`config.mk`:
```
export PLATFORM = sky130hd
export DESIGN_NAME = pipe_skid_stage
export DESIGN_NICKNAME = d
export VERILOG_FILES = /design/src/rtl/pipe_pkg.sv /design/src/rtl/pipe_skid_stage.sv
export SDC_FILE = /design/constraint.sdc
export NUM_CORES = 1
export LEC_CHECK = 0
export ABC_AREA = 1
export CORE_MARGIN = 2
export CORE_UTILIZATION = 44
export CTS_CLUSTER_DIAMETER = 120
export DETAILED_ROUTE_END_ITERATION = 10
export PLACE_DENSITY = 0.85
export RECOVER_POWER = 100
export SLEW_MARGIN = 20
export SYNTH_ARGS = -nofsm -noshare
export SYNTH_HDL_FRONTEND = slang
export SYNTH_SLANG_ARGS = --single-unit
```
`constraint.sdc`:
```
create_clock -name CLK -period 1.9 [get_ports CLK]
set_input_delay 0.57 -clock CLK [delete_from_list [all_inputs] [get_ports CLK]]
set_output_delay 0.57 -clock CLK [all_outputs]
set_load 0.005 [all_outputs]
```
`src/rtl/pipe_pkg.sv`:
```
// Shared pipeline definitions: stage occupancy states and the NOP encoding
// that instantiation sites use to build each stage's BUBBLE payload.
package pipe_pkg;

  typedef enum logic [1:0] {
    PS_EMPTY = 2'd0,
    PS_FULL  = 2'd1,
    PS_SKID  = 2'd2
  } pipe_state_t;

  localparam logic [5:0]  OPCODE_RTYPE = 6'h00;
  localparam logic [5:0]  FUNCT_SLL    = 6'h00;
  // sll $0,$0,0 -- the canonical all-zero R-type NOP
  localparam logic [31:0] NOP_INSTR    = {OPCODE_RTYPE, 5'd0, 5'd0, 5'd0, 5'd0, FUNCT_SLL};

endpackage

```
`src/rtl/pipe_skid_stage.sv`:
```
// Valid/ready pipeline register with optional skid entry.
// Define PIPE_SKID_STAGE_SKID_EN to add the skid register and PS_SKID state.
module pipe_skid_stage
  import pipe_pkg::*;
#(
  parameter int          DW     = 128,
  parameter logic [DW-1:0] BUBBLE = '0
) (
  input  logic          CLK,
  input  logic          nRST,
  input  logic          in_valid,
  output logic          in_ready,
  input  logic [DW-1:0] in_data,
  output logic          out_valid,
  input  logic          out_ready,
  output logic [DW-1:0] out_data,
  input  logic          flush,
  output logic [1:0]    count
);

  pipe_state_t   state_reg, state_next;
  logic [DW-1:0] main_reg, main_next;
  logic          in_fire, out_fire;

`ifdef PIPE_SKID_STAGE_SKID_EN
  logic [DW-1:0] skid_reg, skid_next;

  // Registered-only ready: the skid entry absorbs the cycle of latency.
  assign in_ready = (state_reg != PS_SKID);
`else
  assign in_ready = out_ready || (state_reg == PS_EMPTY);
`endif

  assign out_valid = (state_reg != PS_EMPTY);
  assign out_data  = main_reg;
  assign in_fire   = in_valid && in_ready;
  assign out_fire  = out_valid && out_ready;

  always_comb begin
    case (state_reg)
      PS_FULL: count = 2'd1;
      PS_SKID: count = 2'd2;
      default: count = 2'd0;
    endcase
  end

  always_comb begin
    state_next = state_reg;
    main_next  = main_reg;
`ifdef PIPE_SKID_STAGE_SKID_EN
    skid_next  = skid_reg;
`endif
    if (flush) begin
      state_next = PS_EMPTY;
      main_next  = BUBBLE;
`ifdef PIPE_SKID_STAGE_SKID_EN
      skid_next  = BUBBLE;
`endif
    end else begin
      case (state_reg)
        PS_EMPTY: begin
          if (in_fire) begin
            main_next  = in_data;
            state_next = PS_FULL;
          end
        end
        PS_FULL: begin
          if (in_fire && out_fire) begin
            main_next = in_data;
          end else if (out_fire) begin
            main_next  = BUBBLE;
            state_next = PS_EMPTY;
`ifdef PIPE_SKID_STAGE_SKID_EN
          end else if (in_fire) begin
            skid_next  = in_data;
            state_next = PS_SKID;
`endif
          end
        end
`ifdef PIPE_SKID_STAGE_SKID_EN
        PS_SKID: begin
          if (out_fire) begin
            main_next  = skid_reg;
            skid_next  = BUBBLE;
            state_next = PS_FULL;
          end
        end
`endif
        default: begin
          state_next = PS_EMPTY;
          main_next  = BUBBLE;
        end
      endcase
    end
  end

  always_ff @(posedge CLK or negedge nRST) begin
    if (!nRST) begin
      state_reg <= PS_EMPTY;
      main_reg  <= BUBBLE;
`ifdef PIPE_SKID_STAGE_SKID_EN
      skid_reg  <= BUBBLE;
`endif
    end else begin
      state_reg <= state_next;
      main_reg  <= main_next;
`ifdef PIPE_SKID_STAGE_SKID_EN
      skid_reg  <= skid_next;
`endif
    end
  end

endmodule

```
==> run metrics <==
status completed; most frequently used flop master after synthesis dfrtp_1; TritonCTS buffer count 17; pwr/cell area 817.6 nW/um^2; count leader, synth nand2_1; max reg flops 128; WP data required 1330 ps; endpoint class of the critical path primary output; largest net degree at the start of global routing 79; placed insts 946; Place WS -308.0 ps; Crit Path Max Fanout 2; Routed WL per cell 17.00 um; VDD IR max 0.0004797 V; fraction of layout cells with a size suffix above 1 6.115%; DRT iter0 DRCs 405; Synth Cell Area 5340 um^2; effective utilization at floorplan 44.83%; Crit path buffers/inverters 1; synthesis warning total 0; Max Transition Viols Final 0; full die area 13030 um^2; clk_skew 6.796 ps; Worst setup SP type flip-flop; post-synthesis async set-or-reset flop share 100.0%; Mean Syn Cell Area 9.223 um^2; vias post-DR 5283; First-pass DRT Iterations 5; vias in the first global route 5253; Syn-to-layout area delta 61.01%; synthesized flop and latch total 129; initial antenna violation count 0; Fill cells 851; multi-input logic area 1797 um^2; core box area 11910 um^2; arrival time at the worst endpoint 1300 ps; Seq/Total Area, Yosys 60.45%; max frequency 536.0 MHz; Total GRT Usage 25.73%; # rows 40; Hold Crit Class in2reg; Ant. Diodes 0; crit-path max cell delay 530 ps; Die Span X 114.2 um; detailed-route vias per instance 5.385; Post-Syn Instances 579; final cell count without fillers 981; # clock sinks 129; Residual DRC 0; buffers added on ports 263; synth top area cells dfrtp_1, a21oi_1, nand3_1; TritonCTS clock tree done; first-pass GRT wire length 26.36 mm; post-route design area 8598 um^2; clk buf depth 2; WS Path Type reg2out; fin util 72.18%; setup violators final 0; R2R Setup Slk 220 ps; Post-DP HPWL 11.43 mm; CP max-delay cell clkdlybuf4s50_1; fin crit share 98.19%; wirelength, routed 16.68 mm; Syn Nets 712; commonest cells in the netlist nand2_1, a21oi_1, dfrtp_1, nand3_1, buf_2; critical-path cell list clkdlybuf4s50_1; Worst-Skew Late Latency 400 ps; Reg area 3228 um^2; synth unique cells 11; RSZ-0062 raised after global routing no; Hold WS 466.7 ps; post-placement cell area 8083 um^2; Final Hold Vio Count 0; Chip Height 114.2 um; setup_tns 0 ps; post-layout minimum cycle time 1866 ps; biggest area consumer among synthesized cells dfrtp_1; grt ovf 0; area fraction of the dominant cell type after synthesis 60.45%; H-tree depth 4; Nets 955; Crit path max-delay family buffers and inverters; Ports 265; leakage power 3.602 nW; RD Place Congestion 0.8136; DRT antenna net count 0; number of flops mapped to enable cells by yosys 0; Max-Cap Viols 0; Final WS setup 34.39 ps; total power 7.030 mW; Root Buffer Master clkbuf_16; Reg clk slew, reported paths 60 ps
==> report_power, final <==
group	leakage (nW)	switching [mW]	internal [mW]
clock	0.247	1.15	1.78
combinational	1.62	0.496	0.633
sequential	1.73	0.0850	2.89
==> worst reg2reg max path, stage by stage (launching register included) <==
cell     delay (ps)
dfrtp_1         420
buf_4           160
nand2_4          60
buf_4           190
buf_6           380
nand3_1         200
a21oi_1         200
==> final timing paths <==
kind	start	to	depth (start not counted)
worst max-delay path	out_data[84]	out_data[84]	1
min in group asynchronous	nRST	out_data[112]	2
max in group asynchronous	nRST	out_data[30]	3
worst min register to register	out_data[116]	out_data[116]	2
worst min-delay path	in_valid	state_reg[0]	3
worst max register to register	state_reg[0]	out_data[68]	6
==> timing repair <==
item / CTS / global route
endpoints found under the hold margin: 4 / 0
pin swaps: 0 / 0
setup endpoints to repair: 4 / 25
buffers inserted: 1 / 2
gates resized for setup: 8 / 24
hold buffers: 1 / 0
==> placed cells by master, fill, tap and decap left out, drive strengths merged <==
cell           instances
inv                    3
dfrtp                129
conb                   1
clkbuf                23
bufinv                 1
nand3                128
buf                   19
a21oi                129
clkinvlp               5
clkdlybuf4s25         24
nand2                131
clkinv                 5
dlygate4sd2            3
dlygate4sd3            1
clkdlybuf4s50        232
==> cells by family after synthesis <==
| kind of cell | Yosys count | share of synthesized area [%] |
|---|---|---|
| buf+inv | 61 | 6.139 |
| compound gates | 129 | 12.09 |
| flops | 129 | 60.45 |
| simple gates | 259 | 21.25 |
| other cells | 1 | 0.07022 |
==> routing by layer <==
layer  share of wire (%)  track usage (%)
met2                  50            42.98
met5                   0                0
met4                 2.2            10.24
met1                  38            30.63
met3                 9.3            8.894
==> cell type report <==
| type | count | share of cell area (%) |
|---|---|---|
| sequential | 129 | 37.54 |
| timing repair buffer | 282 | 33.13 |
| multi-input combinational | 389 | 20.90 |
| clock buffer | 20 | 5.079 |
| tap | 147 | 2.139 |
| clock inverter | 11 | 1.077 |
| inverter | 3 | 0.1310 |
(Power assumes the default switching activity.)
